[config.mk]
export PLATFORM = sky130hd
export DESIGN_NAME = mips_muldiv
export DESIGN_NICKNAME = d
export VERILOG_FILES = /design/src/rtl/mips_muldiv.sv
export SDC_FILE = /design/constraint.sdc
export NUM_CORES = 1
export LEC_CHECK = 0
export CAP_MARGIN = 20
export CORE_ASPECT_RATIO = 0.7
export CORE_MARGIN = 8
export CORE_UTILIZATION = 40
export CTS_CLUSTER_SIZE = 20
export DETAILED_ROUTE_END_ITERATION = 16
export HOLD_SLACK_MARGIN = 0.05
export SYNTH_ARGS = -nofsm -noshare
export SYNTH_HDL_FRONTEND = slang
export SYNTH_SLANG_ARGS = --single-unit
export TNS_END_PERCENT = 20
[constraint.sdc]
create_clock -name clk -period 8.51 [get_ports clk]
set_input_delay 1.702 -clock clk [delete_from_list [all_inputs] [get_ports clk]]
set_output_delay 1.702 -clock clk [all_outputs]
set_load 0.1 [all_outputs]
[src/rtl/mips_muldiv.sv]
// mips_muldiv -- iterative multiply/divide unit holding the architectural
// HI/LO registers.
//
// A MULT/MULTU/DIV/DIVU issued with start runs one radix-2 step per cycle for
// WIDTH cycles. It then spends one fix-up cycle applying signs and writing
// HI/LO, so the result appears WIDTH+1 cycles after the start edge.
//
// Ports:
//   clk      system clock, rising edge
//   rst      asynchronous active-high reset
//   start    issue a mult/div op (accepted only when idle)
//   md_op    00 MULT, 01 MULTU, 10 DIV, 11 DIVU (sampled with start)
//   rs_data  multiplicand / dividend, or MTHI/MTLO write data
//   rt_data  multiplier / divisor
//   mthi     write rs_data to HI (idle, no start)
//   mtlo     write rs_data to LO (idle, no start)
//   hi, lo   architectural HI/LO registers
//   busy     operation in flight
//   done     one-cycle pulse when hi/lo carry a new result
module mips_muldiv #(
  parameter int WIDTH = 32
) (
  input  logic             clk,
  input  logic             rst,
  input  logic             start,
  input  logic [1:0]       md_op,
  input  logic [WIDTH-1:0] rs_data,
  input  logic [WIDTH-1:0] rt_data,
  input  logic             mthi,
  input  logic             mtlo,
  output logic [WIDTH-1:0] hi,
  output logic [WIDTH-1:0] lo,
  output logic             busy,
  output logic             done
);

  localparam int CW = (WIDTH > 1) ? $clog2(WIDTH) : 1;

  typedef enum logic [1:0] {IDLE, RUN, FIX} state_t;

  state_t               state_reg, state_next;
  logic [CW-1:0]        cnt_reg;
  logic                 div_reg;      // 1: divide, 0: multiply
  logic                 sgn_reg;      // signed op
  logic                 neg_q_reg;    // product/quotient must be negated
  logic                 neg_r_reg;    // remainder must be negated
  logic [WIDTH-1:0]     opnd_reg;     // |multiplicand| or |divisor|
  logic [WIDTH-1:0]     rs_reg;       // raw rs, returned in HI on divide-by-zero
  logic [2*WIDTH-1:0]   acc_reg;      // mult: {partial, multiplier}; div: {rem, dividend/quotient}
  logic [WIDTH-1:0]     hi_reg, lo_reg;
  logic                 done_reg;

  logic                 load_en, step_en, fix_en;

  // State register
  always_ff @(posedge clk or posedge rst) begin
    if (rst) state_reg <= IDLE;
    else     state_reg <= state_next;
  end

  // Next-state logic
  always_comb begin
    state_next = state_reg;
    case (state_reg)
      IDLE:    if (start) state_next = RUN;
      RUN:     if (cnt_reg == '0) state_next = FIX;
      FIX:     state_next = IDLE;
      default: state_next = IDLE;
    endcase
  end

  // Output / control decode
  always_comb begin
    busy    = 1'b0;
    load_en = 1'b0;
    step_en = 1'b0;
    fix_en  = 1'b0;
    case (state_reg)
      IDLE:    load_en = start;
      RUN:     begin busy = 1'b1; step_en = 1'b1; end
      FIX:     begin busy = 1'b1; fix_en  = 1'b1; end
      default: ;
    endcase
  end

  // Operand conditioning at issue: signed ops work on magnitudes.
  // Negation wraps, so the most negative value stays as an unsigned magnitude.
  logic             op_signed;
  logic [WIDTH-1:0] rs_abs, rt_abs;
  assign op_signed = ~md_op[0];
  assign rs_abs    = (op_signed && rs_data[WIDTH-1]) ? ('0 - rs_data) : rs_data;
  assign rt_abs    = (op_signed && rt_data[WIDTH-1]) ? ('0 - rt_data) : rt_data;

  // One iteration step
  logic [WIDTH-1:0]   mul_addend;
  logic [WIDTH:0]     mul_sum;
  logic [WIDTH:0]     div_shift, div_diff;
  logic [2*WIDTH-1:0] step_acc;

  assign mul_addend = acc_reg[0] ? opnd_reg : '0;
  assign mul_sum    = {1'b0, acc_reg[2*WIDTH-1:WIDTH]} + {1'b0, mul_addend};
  // Restoring divide: shift the next dividend bit into the remainder and
  // keep the trial subtraction only when it does not go negative.
  assign div_shift  = {acc_reg[2*WIDTH-1:WIDTH], acc_reg[WIDTH-1]};
  assign div_diff   = div_shift - {1'b0, opnd_reg};

  always_comb begin
    if (!div_reg)
      step_acc = {mul_sum, acc_reg[WIDTH-1:1]};
    else if (div_diff[WIDTH])
      step_acc = {div_shift[WIDTH-1:0], acc_reg[WIDTH-2:0], 1'b0};
    else
      step_acc = {div_diff[WIDTH-1:0], acc_reg[WIDTH-2:0], 1'b1};
  end

  // Final sign fix-up and result mapping
  logic [2*WIDTH-1:0] prod_neg;
  logic [WIDTH-1:0]   fix_hi, fix_lo;
  assign prod_neg = '0 - acc_reg;

  always_comb begin
    fix_hi = acc_reg[2*WIDTH-1:WIDTH];
    fix_lo = acc_reg[WIDTH-1:0];
    if (!div_reg) begin
      if (sgn_reg && neg_q_reg) {fix_hi, fix_lo} = prod_neg;
    end else if (opnd_reg == '0) begin
      // Divide by zero: fixed, sign-independent result
      fix_hi = rs_reg;
      fix_lo = '1;
    end else begin
      if (sgn_reg && neg_q_reg) fix_lo = '0 - acc_reg[WIDTH-1:0];
      if (sgn_reg && neg_r_reg) fix_hi = '0 - acc_reg[2*WIDTH-1:WIDTH];
    end
  end

  // Datapath and architectural registers
  always_ff @(posedge clk or posedge rst) begin
    if (rst) begin
      cnt_reg   <= '0;
      div_reg   <= 1'b0;
      sgn_reg   <= 1'b0;
      neg_q_reg <= 1'b0;
      neg_r_reg <= 1'b0;
      opnd_reg  <= '0;
      rs_reg    <= '0;
      acc_reg   <= '0;
      hi_reg    <= '0;
      lo_reg    <= '0;
      done_reg  <= 1'b0;
    end else begin
      done_reg <= 1'b0;
      if (load_en) begin
        cnt_reg   <= CW'(WIDTH - 1);
        div_reg   <= md_op[1];
        sgn_reg   <= op_signed;
        neg_q_reg <= op_signed & (rs_data[WIDTH-1] ^ rt_data[WIDTH-1]);
        neg_r_reg <= op_signed & rs_data[WIDTH-1];
        rs_reg    <= rs_data;
        if (md_op[1]) begin
          opnd_reg <= rt_abs;
          acc_reg  <= {{WIDTH{1'b0}}, rs_abs};
        end else begin
          opnd_reg <= rs_abs;
          acc_reg  <= {{WIDTH{1'b0}}, rt_abs};
        end
      end else if (state_reg == IDLE) begin
        // Moves to HI/LO only when idle and not issuing
        if (mthi) hi_reg <= rs_data;
        if (mtlo) lo_reg <= rs_data;
      end
      if (step_en) begin
        acc_reg <= step_acc;
        cnt_reg <= cnt_reg - 1'b1;
      end
      if (fix_en) begin
        hi_reg   <= fix_hi;
        lo_reg   <= fix_lo;
        done_reg <= 1'b1;
      end
    end
  end

  assign hi   = hi_reg;
  assign lo   = lo_reg;
  assign done = done_reg;

endmodule

# Yosys cells after proc, flatten, opt, wreduce, memory -nomap -nowiden
# Index checks and enable logic that the tools add are counted.
classes:
  eq_ne: 5
  bitwise: 4
  n_addsub: 8
  n_mux: 35
  reduce_logical: 15
ops:
  columns: ["cell", "count"]
  rows:
  - ["$mux W32", 21]
  - ["$mux W64", 4]
  - ["$sub A1 B32 Y32 const A", 4]
  - ["$sub A1 B64 Y64 const A", 1]
  - ["$add A32 B32 Y33", 1]
  - ["$sub A33 B32 Y33", 1]
  - ["$logic_not A32 Y1", 1]
  - ["$mux W5", 2]
  - ["$reduce_bool A2 Y1", 4]
  - ["$reduce_and A3 Y1", 2]
  - ["$logic_not A5 Y1", 1]
  - ["$mux W1", 5]
  - ["$sub A5 B1 Y5 const B", 1]
  - ["$logic_and A1 B1 Y1", 4]
  - ["$mux W2", 2]
  - ["$ne A2 B2 Y1 const B", 2]
  - ["$pmux W2 S2", 1]
  - ["$and A1 B1 Y1", 2]
  - ["$eq A2 B1 Y1 const B", 1]
  - ["$eq A2 B2 Y1 const B", 1]
  - ["$logic_not A2 Y1", 1]
  - ["$ne A2 B1 Y1 const B", 1]
  - ["$reduce_and A2 Y1", 1]
  - ["$reduce_or A2 Y1", 1]
  - ["other kinds (2)", 2]
totals:
  inputBits: 71
  out_inout_bits: 66
  elab_cells: 79
  reg_bits: 204

# Longest topological paths before layout
logic_depth:
  depth_word: 6
  depth_mapped: 16
  depth_no_buf: 14

# Worst setup path after synthesis
# No wires, ideal clock.
synth_timing:
  path_kind: "input-to-reg"
  startpoint: "input port rt_data[14]"
  endpoint: "register acc_reg[27]"
  t_required_ps: 8373
  path_buffers: 0
  cell_stages: 10
  arrival_time_ps: 3670
  slack_ps: 4704
  path_cell_list: "or4_1 -> nor4_2 -> nand3_1 -> nor4_2 -> a21oi_1 -> xor2_1 -> nor2_1 -> a211oi_1 -> a211oi_1 -> a21oi_1"
synth_between:
  elab_chain_cells: 5
synth_rtl:
  columns: ["item", "line_no", "text"]
  rows:
  - ["start: declaration", "28", "input logic [WIDTH-1:0] rt_data,"]
  - ["$sub A1 B32 Y32", "92", "assign rt_abs = (op_signed && rt_data[WIDTH-1]) ? ('0 - rt_data) : rt_data;"]
  - ["$mux W32", "92", null]
  - ["$mux W32", "159", "if (md_op[1]) begin"]
  - ["$mux W64", "152", "if (load_en) begin"]
  - ["$mux W64", "171", "if (step_en) begin"]
  - ["end signal: assignment", "161", "acc_reg <= {{WIDTH{1'b0}}, rs_abs};"]
  - ["end signal: assignment", "164", "acc_reg <= {{WIDTH{1'b0}}, rt_abs};"]
  - ["end signal: assignment", "172", "acc_reg <= step_acc;"]
  - ["end: declaration", "49", "logic [2*WIDTH-1:0] acc_reg;"]
# Every way passes these cells. The select of a mux whose other input is x is not followed.
# A chain may end at the register's enable or synchronous reset.

# Worst setup path after layout
layout_timing:
  startpoint: "input port rs_data[2]"
  endpoint: "register acc_reg[31]"
layout_between:
  elab_chain_cells: 5
layout_rtl:
  columns: ["item", "line_no", "text"]
  rows:
  - ["start: declaration", "27", "input logic [WIDTH-1:0] rs_data,"]
  - ["$sub A1 B32 Y32", "91", "assign rs_abs = (op_signed && rs_data[WIDTH-1]) ? ('0 - rs_data) : rs_data;"]
  - ["$mux W32", "91", null]
  - ["$mux W32", "159", null]
  - ["$mux W64", "152", null]
  - ["$mux W64", "171", null]
# Every way passes these cells. The select of a mux whose other input is x is not followed.

==> results.txt <==
----------------------------------------------------
[Run status]
  Result of the run ... finished, final reports clean

[Detailed routing]
  Post-DR wirelength/cell ... 22.99 µm
  Wire length reported by the detailed router ... 62.44 mm
  DRC errors left ... 0
  Length of the first detailed-routing pass in iterations ... 5
  Iter 0 DRT Violations ... 1,660
  Routed Antenna Nets ... 0
  Vias per std cell ... ~6.1
  Overall via count from detail_route ... 16,570

[STA]
  Final Slew Violations ... 0
  Worst clock skew ... between 0.02 and 0.025 ns
  Slew @ Worst Pin ... 1.058 ns
  Setup repair after global routing missed its margin ... false
  Min cycle time layout ... 4.473 ns
  Rel. slew slack ... 0.2923
  Post-Route Setup TNS ... 0 ns
  Number of setup violations in the final report ... 0
  Final hold violation count ... 0
  Maximum frequency from static timing analysis ... between 0.2 and 0.25 GHz
  Final Cycle Share ... 0.5256
  Final setup slack of the worst path ... 4.037 ns

[Final layout]
  Number of antenna cells inserted ... 0
  Most frequent standard cell in the layout excluding fill and tap cells ... sky130_fd_sc_hd__a21oi_1
  Most used cells in the layout excluding fill and tap cells ... sky130_fd_sc_hd__a21oi_1, sky130_fd_sc_hd__nor2_1, sky130_fd_sc_hd__dfrtp_1
  Layout Area Growth over Synthesis ... 14.41%
  Post-layout net count ... 2,295
  Ratio of cells with drive above 1 in the final layout ... 0.07394
  Number of flip-flops in the largest register ... 64

[Critical path]
  CP Buf/Inv Count ... 1
  Kind of start point of the critical path ... input port
  Most used cell along the critical path ... sky130_fd_sc_hd__mux2i_1
  Total stage count of the critical path ... 11
  Worst path required time ... between 8 and 9 ns
  R2r startpoint ... opnd_reg[2]
  Destination of the critical timing path ... acc_reg[31]
  Critical Path Sink Type ... register
  Worst Setup Path Type ... in2reg
  Ordered cell list for the critical path ... clkdlybuf4s50_1, or3_1, nor4_1, nand4_1, nor3_2, nand3_1, nor3_1, o21ai_0, mux2i_1, mux2i_1, o21ai_1
  Worst-path maximum fanout ... 7
  Crit-path slowest cell ... sky130_fd_sc_hd__clkdlybuf4s50_1
  Kind of cell adding the most delay to the critical path ... simple AND/OR/NAND/NOR gates
  Maximum single-stage delay on the critical path ... about 0.54 ns
  Worst Setup SP ... rs_data[2]
  Slack of the worst reg-to-reg path ... 4.26 ns
  CP Data Arrival Time ... 4.93 ns
  RR Endpoint ... acc_reg[63]
  Cell count of the worst reg-to-reg path ... 13

[Synthesis]
  Synthesized netlist cell count ... 2,120
  Net count of the mapped netlist ... 2,266
  Cell taking the most area after synthesis ... sky130_fd_sc_hd__dfrtp_1
  FF+latch count, synth ... slightly above 200
  Asr flop ratio synth ... 1.000
  Distinct cell type count of the synthesized netlist ... between 80 and 90
  Cell area after technology mapping ... between 0.015 and 0.02 mm²
  EDFF count, synth ... 0
  Yosys top cell area share ... 0.2951
  Leading register cell type out of synthesis ... sky130_fd_sc_hd__dfrtp_1
  Synth top area cells ... sky130_fd_sc_hd__dfrtp_1, sky130_fd_sc_hd__a21oi_1, sky130_fd_sc_hd__xnor2_1, sky130_fd_sc_hd__ha_1, sky130_fd_sc_hd__mux2i_1
  Post-Syn Area per Cell ... 8.161 µm²
  Number of warnings issued by yosys ... 0
  Sequential element share of the synthesized area ... 0.2951

[Clock tree]
  Register clock-pin slew on the reported worst setup and hold paths ... 0.07 ns
  Number of setup buffers added after CTS ... 0
  Count of hold buffers inserted by post-cts repair ... 0
  Inserted Clock Buffers ... 23
  CTS Buffer Depth ... 3
  Clock tree from TritonCTS ... yes
  Root cell of the clock tree ... sky130_fd_sc_hd__clkbuf_16
  Number of clock sinks ... between 200 and 250
  Source-to-sink clock delay at the later pin of the worst-skew pair ... between 0.5 and 0.6 ns
  CTS resizes ... 0
  # H-tree levels ... 1

[Floorplanning]
  Die Width ... 264.6 µm
  Overall die area ... 0.05027 mm²
  Floorplan row count ... between 60 and 70
  Die outline height ... 190 µm
  I/O pin cnt ... approximately 140
  Starting utilization of the core area ... 0.4072
  Core ar. ... 0.04249 mm²

[Flow run]
  Max-capacitance violation count ... 0

[Placement]
  IO Port Bufs ... approximately 140
  DP Worst Slack ... ~3.6 ns
  Final HPWL from detailed placement ... 47.09 mm
  Final GP Congestion ... 0.9365

[Pwr]
  Cell Pwr Density ... approximately 450 mW/mm²
  Leakage power ... slightly above 0.008 µW
  Maximum vdd drop ... 0.3722 mV

[Min path]
  Worst Hold Class ... reg2reg

[GRT]
  Global-route wire length before repair ... 95.81 mm
  Pin count of the biggest net entering global routing ... approximately 130
  Vias in the first global route ... roughly 16,000
  Initial antenna violation count ... 1
  Overall fraction of global-route tracks in use ... 0.2387
  Global route total overflow ... 0

----------------------------------------------------
## cells by family after synthesis
logic type / share of synthesized area
adder cells (fa/ha/maj): 0.05511
AND/OR/NAND/NOR: 0.1658
XOR/XNOR: 0.09814
multiplexers: 0.08223
flip-flops: 0.2951
buffers and inverters: 0.05316
AO/OA/AOI/OAI: 0.2505
## synthesized netlist by cell type, drive strengths merged (4+ instances only)
cell type	n
a211oi	98
a21o	29
a21oi	228
a221o	5
a22oi	16
a311oi	4
a31o	4
a31oi	23
and2	42
and3	10
buf	34
clkbuf	123
dfrtp	204
ha	73
inv	73
mux2	46
mux2i	90
nand2	153
nand2b	15
nand3	19
nand3b	5
nand4	10
nor2	211
nor2b	14
nor3	43
nor3b	10
nor4	26
o211ai	13
o21a	9
o21ai	172
o21bai	11
o221ai	5
o22ai	17
o31ai	23
o41ai	10
or2	6
or3	12
or4	9
xnor2	116
xor2	77
## through the flow
step | hold slack (ns) | utilization | area [µm²] | total power (µW) | cells
after CTS | 0.4860 | 0.4657 | 19790 | 8792 | 2715
after detailed placement | 0.4718 | 0.4460 | 18950 | 7615 | 2675
after global routing | 0.5084 | 0.4659 | 19790 | 9392 | 2716
final | 0.4867 | 0.4659 | 19790 | 8844 | 2716
after floorplan | 0.4447 | - | 17300 | 6184 | 2120
after global placement | 0.4635 | 0.4460 | 18950 | 7553 | 2675
## report_power, final
part           switching (µW)  total, µW  internal, µW
Combinational            3670       5630          1960
Sequential                640       2070          1430
Clock                     450       1150           702
Total                    4760       8840          4090
## worst register-to-register path, cell delays in order (launching register included)
cell,delay [ns]
sky130_fd_sc_hd__dfrtp_1,0.50
sky130_fd_sc_hd__inv_1,0.11
sky130_fd_sc_hd__ha_1,0.36
sky130_fd_sc_hd__nor2b_1,0.18
sky130_fd_sc_hd__o31ai_2,0.34
sky130_fd_sc_hd__a21oi_2,0.18
sky130_fd_sc_hd__a311oi_4,0.45
sky130_fd_sc_hd__o211ai_2,0.24
sky130_fd_sc_hd__a31oi_4,0.30
sky130_fd_sc_hd__xnor2_4,0.13
sky130_fd_sc_hd__buf_4,0.49
sky130_fd_sc_hd__nand2_1,0.39
sky130_fd_sc_hd__o311ai_1,0.37
sky130_fd_sc_hd__o21ai_1,0.08
## per-layer routing
layer	share of wire	global-route usage	vias up
li1	-	-	7683
met1	0.48	0.3587	8116
met2	0.41	0.3428	686
met3	0.087	0.05404	88
met4	0.022	0.05215	0
met5	0	0	-
## area by class of cell
class                      instances  area, µm²
fill                            4179      22690
multi-input combinational       1686      11320
inverter                          73      281.5
timing repair buffer             161       1556
clock buffer                      27      620.6
tap                              552      690.7
sequential                       204       5109
clock inverter                    13      219.0
## worst min-delay path by stage
stage / to / from / slack, ns / cells after the start
global placement: rs_reg[29] / rs_reg[29] / 0.46 / 2
finish: rs_reg[29] / rs_reg[29] / 0.49 / 2
global route: cnt_reg[4] / cnt_reg[4] / 0.51 / 1
floorplan: rs_reg[0] / rs_reg[0] / 0.44 / 2
CTS: rs_reg[29] / rs_reg[29] / 0.49 / 2
detailed placement: rs_reg[29] / rs_reg[29] / 0.47 / 2
No activity file was read; power rests on OpenSTA's default activity.
